===== config.mk =====
export PLATFORM = sky130hd
export DESIGN_NAME = gpu_mem_wr_burst
export DESIGN_NICKNAME = d
export VERILOG_FILES = /design/src/rtl/gpu_mem_pkg.sv /design/src/rtl/gpu_mem_burst_buf.sv /design/src/rtl/gpu_mem_wr_burst.sv
export SDC_FILE = /design/constraint.sdc
export NUM_CORES = 1
export LEC_CHECK = 0
export CAP_MARGIN = 20
export CORE_ASPECT_RATIO = 0.9
export CORE_MARGIN = 2
export CORE_UTILIZATION = 52
export CTS_CLUSTER_DIAMETER = 60
export DETAILED_ROUTE_END_ITERATION = 8
export PLACE_DENSITY_LB_ADDON = 0.3
export SYNTH_ARGS = -nofsm -noshare
export SYNTH_HDL_FRONTEND = slang
export SYNTH_HIERARCHICAL = 1
export SYNTH_SLANG_ARGS = --single-unit

===== constraint.sdc =====
create_clock -name clk_i -period 5.4 [get_ports clk_i]
set_input_delay 0.54 -clock clk_i [delete_from_list [all_inputs] [get_ports clk_i]]
set_output_delay 0.54 -clock clk_i [all_outputs]
set_load 0.03 [all_outputs]

===== src/rtl/gpu_mem_pkg.sv =====
// Shared types and constants for the GPU memory write-burst packer.
// A FIFO entry is {addr, mask[3:0], data[31:0]}, with the address in the MSBs.
package gpu_mem_pkg;

  localparam int ADDR_LSB  = 36;
  localparam int MASK_LSB  = 32;
  localparam int PAYLOAD_W = 36;

  typedef enum logic [1:0] {
    IDLE   = 2'd0,
    GATHER = 2'd1,
    CMD    = 2'd2,
    DATA   = 2'd3
  } state_e;

  function automatic int entry_w(input int aw);
    return aw + PAYLOAD_W;
  endfunction

endpackage


===== src/rtl/gpu_mem_burst_buf.sv =====
// Beat buffer for one burst: one write port and one combinational read port.
// The storage has no reset; a slot is only read after it has been written.
module gpu_mem_burst_buf
  import gpu_mem_pkg::*;
#(
  parameter int DEPTH = 8,
  parameter int IDX_W = 3
) (
  input  logic                 clk_i,
  input  logic                 we,
  input  logic [IDX_W-1:0]     wr_idx,
  input  logic [PAYLOAD_W-1:0] wr_data,
  input  logic [IDX_W-1:0]     rd_idx,
  output logic [PAYLOAD_W-1:0] rd_data
);

  logic [PAYLOAD_W-1:0] mem_r [DEPTH];

  // Single write port
  always_ff @(posedge clk_i) begin
    if (we) begin
      mem_r[wr_idx] <= wr_data;
    end
  end

  assign rd_data = mem_r[rd_idx];

endmodule


===== src/rtl/gpu_mem_wr_burst.sv =====
// Coalesces consecutive-address single-word writes from the request FIFO into
// bursts, then issues each burst as one command followed by its beat stream.
module gpu_mem_wr_burst
  import gpu_mem_pkg::*;
#(
  parameter int AW        = 18,
  parameter int BURST_LEN = 8,
  parameter int LEN_W     = 3,
  parameter int TIMEOUT   = 16
) (
  input  logic                   clk_i,
  input  logic                   rst_ni,
  input  logic [entry_w(AW)-1:0] fifo_data_i,
  input  logic                   fifo_valid_i,
  output logic                   fifo_pop_o,
  input  logic                   flush_i,
  output logic                   busy_o,
  output logic                   mem_cmd_valid_o,
  input  logic                   mem_cmd_ready_i,
  output logic [AW-1:0]          mem_cmd_addr_o,
  output logic [LEN_W-1:0]       mem_cmd_len_o,
  output logic                   mem_wvalid_o,
  input  logic                   mem_wready_i,
  output logic [31:0]            mem_wdata_o,
  output logic [3:0]             mem_wmask_o,
  output logic                   mem_wlast_o
);

  localparam logic [LEN_W:0]   CNT_FULL   = (LEN_W+1)'(BURST_LEN);
  localparam logic [LEN_W:0]   CNT_LAST   = (LEN_W+1)'(BURST_LEN - 1);
  localparam logic [LEN_W:0]   CNT_ONE    = (LEN_W+1)'(1);
  localparam logic [LEN_W-1:0] IDX_ONE    = LEN_W'(1);
  localparam logic [7:0]       TIMER_LAST = 8'(TIMEOUT - 1);

  state_e                 state_r, state_s;
  logic [AW-1:0]          base_r, base_s;
  logic [LEN_W:0]         cnt_r, cnt_s;
  logic [7:0]             timer_r, timer_s;
  logic [LEN_W-1:0]       idx_r, idx_s;

  logic [AW-1:0]          head_addr_s;
  logic [PAYLOAD_W-1:0]   head_payload_s;
  logic [PAYLOAD_W-1:0]   rd_payload_s;
  logic [AW:0]            next_addr_s;
  logic [LEN_W-1:0]       len_s;
  logic [LEN_W-1:0]       wr_idx_s;
  logic                   contig_s, full_s, wlast_s, pop_s, we_s;

  assign head_addr_s    = fifo_data_i[ADDR_LSB +: AW];
  assign head_payload_s = fifo_data_i[PAYLOAD_W-1:0];
  // One extra bit so a run ending at the top of the address space never matches 0.
  assign next_addr_s    = {1'b0, base_r} + {{(AW-LEN_W){1'b0}}, cnt_r};
  assign contig_s       = ({1'b0, head_addr_s} == next_addr_s);
  assign full_s         = (cnt_r == CNT_FULL);
  // cnt is 1..BURST_LEN here, so the modulo subtraction yields cnt-1 exactly.
  assign len_s          = cnt_r[LEN_W-1:0] - IDX_ONE;
  assign wlast_s        = (idx_r == len_s);

  gpu_mem_burst_buf #(
    .DEPTH (BURST_LEN),
    .IDX_W (LEN_W)
  ) u_buf (
    .clk_i   (clk_i),
    .we      (we_s),
    .wr_idx  (wr_idx_s),
    .wr_data (head_payload_s),
    .rd_idx  (idx_r),
    .rd_data (rd_payload_s)
  );

  // Next-state, pop and buffer-write decode
  always_comb begin
    state_s  = state_r;
    base_s   = base_r;
    cnt_s    = cnt_r;
    timer_s  = timer_r;
    idx_s    = idx_r;
    pop_s    = 1'b0;
    we_s     = 1'b0;
    wr_idx_s = cnt_r[LEN_W-1:0];
    case (state_r)
      IDLE: begin
        pop_s    = fifo_valid_i;
        wr_idx_s = {LEN_W{1'b0}};
        if (fifo_valid_i) begin
          we_s    = 1'b1;
          base_s  = head_addr_s;
          cnt_s   = CNT_ONE;
          timer_s = 8'd0;
          state_s = GATHER;
        end else begin
          state_s = IDLE;
        end
      end
      GATHER: begin
        pop_s = fifo_valid_i & contig_s & ~full_s & ~flush_i;
        if (pop_s) begin
          we_s    = 1'b1;
          cnt_s   = cnt_r + CNT_ONE;
          timer_s = 8'd0;
          state_s = (cnt_r == CNT_LAST) ? CMD : GATHER;
        end else if (flush_i | full_s | (fifo_valid_i & ~contig_s) | (timer_r == TIMER_LAST)) begin
          timer_s = 8'd0;
          state_s = CMD;
        end else begin
          timer_s = timer_r + 8'd1;
        end
      end
      CMD: begin
        if (mem_cmd_ready_i) begin
          idx_s   = {LEN_W{1'b0}};
          state_s = DATA;
        end else begin
          state_s = CMD;
        end
      end
      DATA: begin
        if (mem_wready_i && wlast_s) begin
          idx_s   = {LEN_W{1'b0}};
          cnt_s   = {(LEN_W+1){1'b0}};
          state_s = IDLE;
        end else if (mem_wready_i) begin
          idx_s = idx_r + IDX_ONE;
        end else begin
          state_s = DATA;
        end
      end
      default: begin
        state_s = IDLE;
      end
    endcase
  end

  // State and burst bookkeeping registers
  always_ff @(posedge clk_i or negedge rst_ni) begin
    if (!rst_ni) begin
      state_r <= IDLE;
      base_r  <= {AW{1'b0}};
      cnt_r   <= {(LEN_W+1){1'b0}};
      timer_r <= 8'd0;
      idx_r   <= {LEN_W{1'b0}};
    end else begin
      state_r <= state_s;
      base_r  <= base_s;
      cnt_r   <= cnt_s;
      timer_r <= timer_s;
      idx_r   <= idx_s;
    end
  end

  // Outputs are gated by registered state so nothing stale shows outside CMD/DATA.
  assign fifo_pop_o      = pop_s & rst_ni;
  assign busy_o          = (state_r != IDLE);
  assign mem_cmd_valid_o = (state_r == CMD);
  assign mem_cmd_addr_o  = (state_r == CMD) ? base_r : {AW{1'b0}};
  assign mem_cmd_len_o   = (state_r == CMD) ? len_s : {LEN_W{1'b0}};
  assign mem_wvalid_o    = (state_r == DATA);
  assign mem_wdata_o     = (state_r == DATA) ? rd_payload_s[31:0] : 32'h0000_0000;
  assign mem_wmask_o     = (state_r == DATA) ? rd_payload_s[MASK_LSB +: 4] : 4'h0;
  assign mem_wlast_o     = (state_r == DATA) & wlast_s;

endmodule

======== Yosys cells after proc, flatten, opt, wreduce, memory -nomap -nowiden ========
Memory sizes are Yosys's and may differ from the RTL's.
Index checks and enable logic that the tools add are counted.
W data, S select, Z words.
operators by class
  muxes and demuxes ....................... 31
  reductions and logical operators ........ 11
  add/subtract/negate cells ............... 5
  bitwise operators ....................... 12
  equality and inequality tests ........... 15
operators with widths
  cell                   count
  $mux W32               1
  $mux W8                3
  $add A18 B4 Y19        1
  $eq A18 B19 Y1         1
  $mux W18               1
  $mux W4                4
  $pmux W8 S2            1
  $mux W3                5
  $pmux W4 S3            1
  $mux W2                5
  $add A8 B1 Y8 const B  1
  $eq A8 B4 Y1 const B   1
  $pmux W2 S4            1
  $and A1 B1 Y1          6
  $mux W1                6
  $pmux W3 S2            1
  $reduce_and A2 Y1      3
  $reduce_bool A2 Y1     3
  $add A4 B1 Y4 const B  1
  $eq A2 B2 Y1 const B   2
  $eq A4 B3 Y1 const B   1
  $eq A4 B4 Y1 const B   1
  $ne A2 B1 Y1 const B   2
  $ne A2 B2 Y1 const B   2
  15 further kinds       20
word-level totals
  logic and storage cells ................. 80
  bits in writable memories ............... 288
  output and inout bits ................... 62
  input bits .............................. 60
  memories ................................ 1
  register bits after elaboration ......... 35
memories
  name         words  bits a word  read ports  clocked after memory_dff  write ports  RTL line                 text
  u_buf.mem_r  8      36           1           0                         1            gpu_mem_burst_buf.sv:17  logic [PAYLOAD_W-1:0] mem_r [DEPTH];

======== Depth between registers and ports, before layout ========
  depth in word-level cells ............... 9
  depth in mapped cells ................... 12
  depth with buffers taken out ............ 11

======== By module ========
The synthesis kept the hierarchy.
by module, submodules not included
  module             seq. area each (sq um)  area each (sq um)  cells an instance  instances
  gpu_mem_burst_buf  8648.3                  11141.9            429                1
  gpu_mem_wr_burst   875.8                   2842.7             326                1

======== Worst setup path after synthesis ========
OpenSTA, ideal clock, no wires.
  path type ............................... reg-to-reg
  from .................................... reg base_r[0]
  to ...................................... mem u_buf.mem_r[0][0], enable pin
  slack ................................... -0.427 ns
  data required time ...................... 4.926 ns
  arrival time ............................ 5.353 ns
  cell stages (with the launch flop) ...... 12
  library setup time ...................... 0.474 ns
  cell sequence ........................... dfrtp_1 ha_1 fa_1 xor2_1 or4_1 a311oi_1 and3_1 nand4_2 nor4_4 a21o_1 nand2b_1 nor3_1
on the way
  cells in the longest elaborated chain, start to end .. 9
RTL lines
  item                           RTL line                 text
  start: declaration             gpu_mem_wr_burst.sv:36   logic [AW-1:0] base_r, base_s;
  start signal: assignment       gpu_mem_wr_burst.sv:138  base_r <= {AW{1'b0}};
  start signal: assignment       gpu_mem_wr_burst.sv:144  base_r <= base_s;
  $add A18 B4 Y19                gpu_mem_wr_burst.sv:52   assign next_addr_s = {1'b0, base_r} + {{(AW-LEN_W){1'b0}}, cnt_r};
  $eq A18 B19 Y1                 gpu_mem_wr_burst.sv:53   assign contig_s = ({1'b0, head_addr_s} == next_addr_s);
  $and A1 B1 Y1 (3 in series)    gpu_mem_wr_burst.sv:96   pop_s = fifo_valid_i & contig_s & ~full_s & ~flush_i;
  $mux W1                        gpu_mem_wr_burst.sv:97   if (pop_s) begin
  $pmux W1 S2                    gpu_mem_wr_burst.sv:81   case (state_r)
  $mux W1                        gpu_mem_burst_buf.sv:21  if (we) begin
  $mux W1 (implied by the code)  gpu_mem_burst_buf.sv:22  mem_r[wr_idx] <= wr_data;
  end: declaration               gpu_mem_burst_buf.sv:17
Every way passes these cells.

======== Worst setup path in the final report ========
  from .................................... reg cnt_r[0]
  to ...................................... out fifo_pop_o
on the way
  cells in the longest elaborated chain, start to end .. 7
  elaborated cells between the ends (all ways) .. 9
  classes of those cells .................. 1 x add/sub; 2 x eq/ne; 1 x mux; 5 x bitwise
RTL lines
  item                             RTL line                 text
  start: declaration               gpu_mem_wr_burst.sv:37   logic [LEN_W:0] cnt_r, cnt_s;
  start signal: assignment         gpu_mem_wr_burst.sv:139  cnt_r <= {(LEN_W+1){1'b0}};
  start signal: assignment         gpu_mem_wr_burst.sv:145  cnt_r <= cnt_s;
  $add A18 B4 Y19                  gpu_mem_wr_burst.sv:52
  $eq A18 B19 Y1                   gpu_mem_wr_burst.sv:53
  $and A1 B1 Y1                    gpu_mem_wr_burst.sv:96
  $and A1 B1 Y1 (*) (2 in series)  gpu_mem_wr_burst.sv:96
  $pmux W1 S2 (*)                  gpu_mem_wr_burst.sv:81
  net pop_s                        gpu_mem_wr_burst.sv:47   logic contig_s, full_s, wlast_s, pop_s, we_s;
  $and A1 B1 Y1 (*)                gpu_mem_wr_burst.sv:152  assign fifo_pop_o = pop_s & rst_ni;
  end: declaration                 gpu_mem_wr_burst.sv:15   output logic fifo_pop_o,
Mark *: on every way through the listed nets, which the timed path passes. The rest lies on a longest branch.

==> metrics.md <==
| Metric | Value |
|---|---|
| Outcome | finished clean |
| # diodes | 0 |
| Largest family of logic cells by synthesized area | multiplexers |
| Hold Path Class | primary input to async pin |
| Io pins | 122 |
| Largest net degree at the start of global routing | 50 |
| Crit-path max FO | 9 |
| Yosys Warn Count | 6 |
| Row count | 56 |
| Global-route wire length before repair | 42600 um |
| Gr ovfl total | 0 |
| Final #Nets | 962 |
| Post-place instance area | 0.0157 mm2 |
| EDFF count, synth | 288 |
| CTS tree | done |
| Die Width | 177 um |
| Most common cell in the synthesized netlist | edfxtp_1 |
| 1st-iter DRT viols | 584 |
| Worst Path Required | 4.86 ns |
| Ys async rst share | 10.8% |
| Tcrit/Tclk final | 93.8% |
| Drt first pass iters | 5 |
| Endpoints failing setup | 0 |
| Vias in the first global route | 7346 |
| Initial Util | 53.2% |
| Max H-tree Level | 2 |
| CTS buffer count | 34 |
| Placer Congestion | 0.822 |
| Clk sinks | 323 |
| Post-Route WL | 27600 um |
| CTS resizes | 0 |
| Buffers on Ports | 121 |
| Crit Reg-Reg Endpoint | u_buf/mem_r[2][7]$_DFFE_PP_ |
| Pleak | 5.78 nW |
| Number of routed nets with antenna violations | 0 |
| Syn Inst Count | 755 |
| Crit end category | output pin |
| Syn Std Cell Area | 0.0140 mm2 |
| Min Tclk post-route | 5.07 ns |
| Die ar. | 0.0282 mm2 |
| Routed len/inst | 21.8 um |
| Setup_tns | 0 ns |
| Adder-cell share of the synthesized area | 0.859% |
| Slew Limit Fails | 0 |
| Synthesized area per cell | 18.5 um2 |
| Multiplexer share of the synthesized area | 17.9% |
| Synthesized Nets | 824 |
| Commonest register cell after synthesis | edfxtp_1 |
| Yosys cell types | 58 |
| Crit path launch type | register |
| Reg-to-reg startpoint | cnt_r[0]$_DFFE_PN0P_ |
| Crit Path Class | register to output pin |
| Tot GR Track Use | 19.9% |
| Fmax | 0.197 GHz |
| Non-filler instance count after layout | 1267 |
| Vias/cell | 5.81 |
| Residual DRC | 0 |
| Clock insertion delay at the later pin of the skew report | 0.52 ns |
| Synth top cells by count | edfxtp_1 (288), mux4_1 (72), mux2_2 (52), and3_1 (46), dfrtp_1 (35) |
| Clk Tree Root Cell | clkbuf_16 |
| Synthesis-to-layout area growth | 20.4% |
| DR vias | 7362 |
| Cell Count Post-Placement | 1202 |
| Core area | 0.0263 mm2 |
| Max Buffers Root-to-Sink | 3 |
| Reg2reg path depth | 13 |
| Simple-gate portion of the synthesized area | 6.97% |
| FF+latch count, synth | 323 |
| Max Cap Violations | 0 |
| Final hold vios | 0 |
| Post-DP HPWL | 17100 um |
| Pwr dens | 464 mW/mm2 |
| Post-synthesis compound-gate area fraction | 2.43% |
| Initial antenna violation count | 1 |
| Worst-margin pin slew | 1.05 ns |
| Clock-pin slew on the worst setup and hold paths | 0.06 ns |
| Ratio of cells with drive above 1 in the final layout | 15.8% |
| Largest cells by area after synthesis | edfxtp_1 (62%), mux4_1 (14%), dfrtp_1 (6.3%), mux2_2 (4.2%), and3_1 (2.1%) |
| Leading area contributor after synthesis | edfxtp_1 |
| Finished Core Util | 64.1% |
| Register area share after synthesis | 68.1% |
| Die height | 160 um |
| RSZ-0062 raised after global routing | no |
| Area fraction of the dominant cell type after synthesis | 61.8% |
| Relative slew slack | 30.2% |
| Fin area | 0.0168 mm2 |
| Setup Skew | 0.0350 ns |
| Reg2reg setup slack | 0.81 ns |
| Synth Area in XOR/XNOR | 1.88% |
| Crit path arrival time | 4.53 ns |
| Maximum vdd ir drop | 0.353 mV |
logic make-up (layout without fill, tap and decap cells):
kind of cell | count (synthesis) | in the layout
compound gates | 51 | 51
xor+xnor | 30 | 30
fa+ha+maj | 9 | 9
buf+inv | 49 | 213
flops | 323 | 323
mux | 127 | 127
simple gates | 166 | 166
layer usage:
metal	up-vias	global-route usage [%]	part of all wire [%]
met1	3705	28.6	45
met5	-	0	0.047
met3	39	3.82	5.7
met4	2	5.03	1.6
met2	228	31.6	48
li1	3388	-	-
per-stage QoR:
stage,hold slack (ns),worst slack (ns),power [W]
2_1_floorplan,0.244,0.538,0.00478
3_3_place_gp,0.501,0.788,0.00556
3_5_place_dp,0.501,0.680,0.00559
4_1_cts,0.462,0.185,0.00789
5_1_grt,0.478,0.126,0.00817
6_report,0.454,0.334,0.00781
report_power, final:
| group | switching, W | leakage, nW | internal, W | total [W] |
|---|---|---|---|---|
| Clock | 0.000957 | 0.544 | 0.00133 | 0.00229 |
| Sequential | 0.000342 | 3.03 | 0.00290 | 0.00325 |
| Combinational | 0.00115 | 2.21 | 0.00113 | 0.00228 |
flip-flops by register name, summed over array words and instances, names as in the netlist:
register,cells
state_r,2
cnt_r,4
timer_r,8
base_r,18
u_buf/mem_r,288
idx_r,3
cell type report:
class,count,area (um2)
Multi-Input combinational cell,383,4270
Timing Repair Buffer,141,1440
Tap cell,348,435
Clock inverter,25,248
Clock buffer,37,872
Inverter,10,37.5
Sequential cell,323,9530
Fill cell,1848,9440
critical path, cell delays in order, from the launching register on:
cell,delay [ns]
dfrtp_1,0.53
ha_1,0.27
fa_1,0.44
xor2_1,0.16
or4_1,0.54
a311oi_1,0.24
and3_1,0.21
nand4_2,0.13
nor4_4,0.26
buf_4,0.19
a21o_1,0.19
and2_1,0.18
clkdlybuf4s50_1,0.68
cells in the final DEF, fill, tap and decap left out, types with 7 or more instances in the layout:
cell type        count
nand3_1             12
ha_1                 8
xnor2_1             19
nand2b_1             8
nand2_1             17
clkbuf_16           34
and2_1              19
a21oi_1              7
mux2_2              52
inv_1               10
and3_1              46
dfrtp_1             31
mux4_1              72
nor2_1              19
buf_4               14
edfxtp_1           288
o21ai_0             19
clkinv_2             8
xor2_1              11
clkdlybuf4s50_1    121
worst max path at each step:
stage,cells after the start,startpoint,end,slack (ns)
2_1_floorplan,11,base_r[0]$_DFFE_PN0P_,u_buf/mem_r[2][0]$_DFFE_PP_,0.54
3_3_place_gp,11,cnt_r[0]$_DFFE_PN0P_,fifo_pop_o,0.79
3_5_place_dp,12,cnt_r[0]$_DFFE_PN0P_,u_buf/mem_r[2][7]$_DFFE_PP_,0.68
4_1_cts,11,cnt_r[0]$_DFFE_PN0P_,fifo_pop_o,0.19
5_1_grt,12,cnt_r[0]$_DFFE_PN0P_,fifo_pop_o,0.13
6_report,12,cnt_r[0]$_DFFE_PN0P_,fifo_pop_o,0.33
repair_timing:
item	CTS	global route
setup buffers	0	3
hold buffers	0	0
endpoints found under the setup margin	0	1
Power figures use the tool's default switching activity.
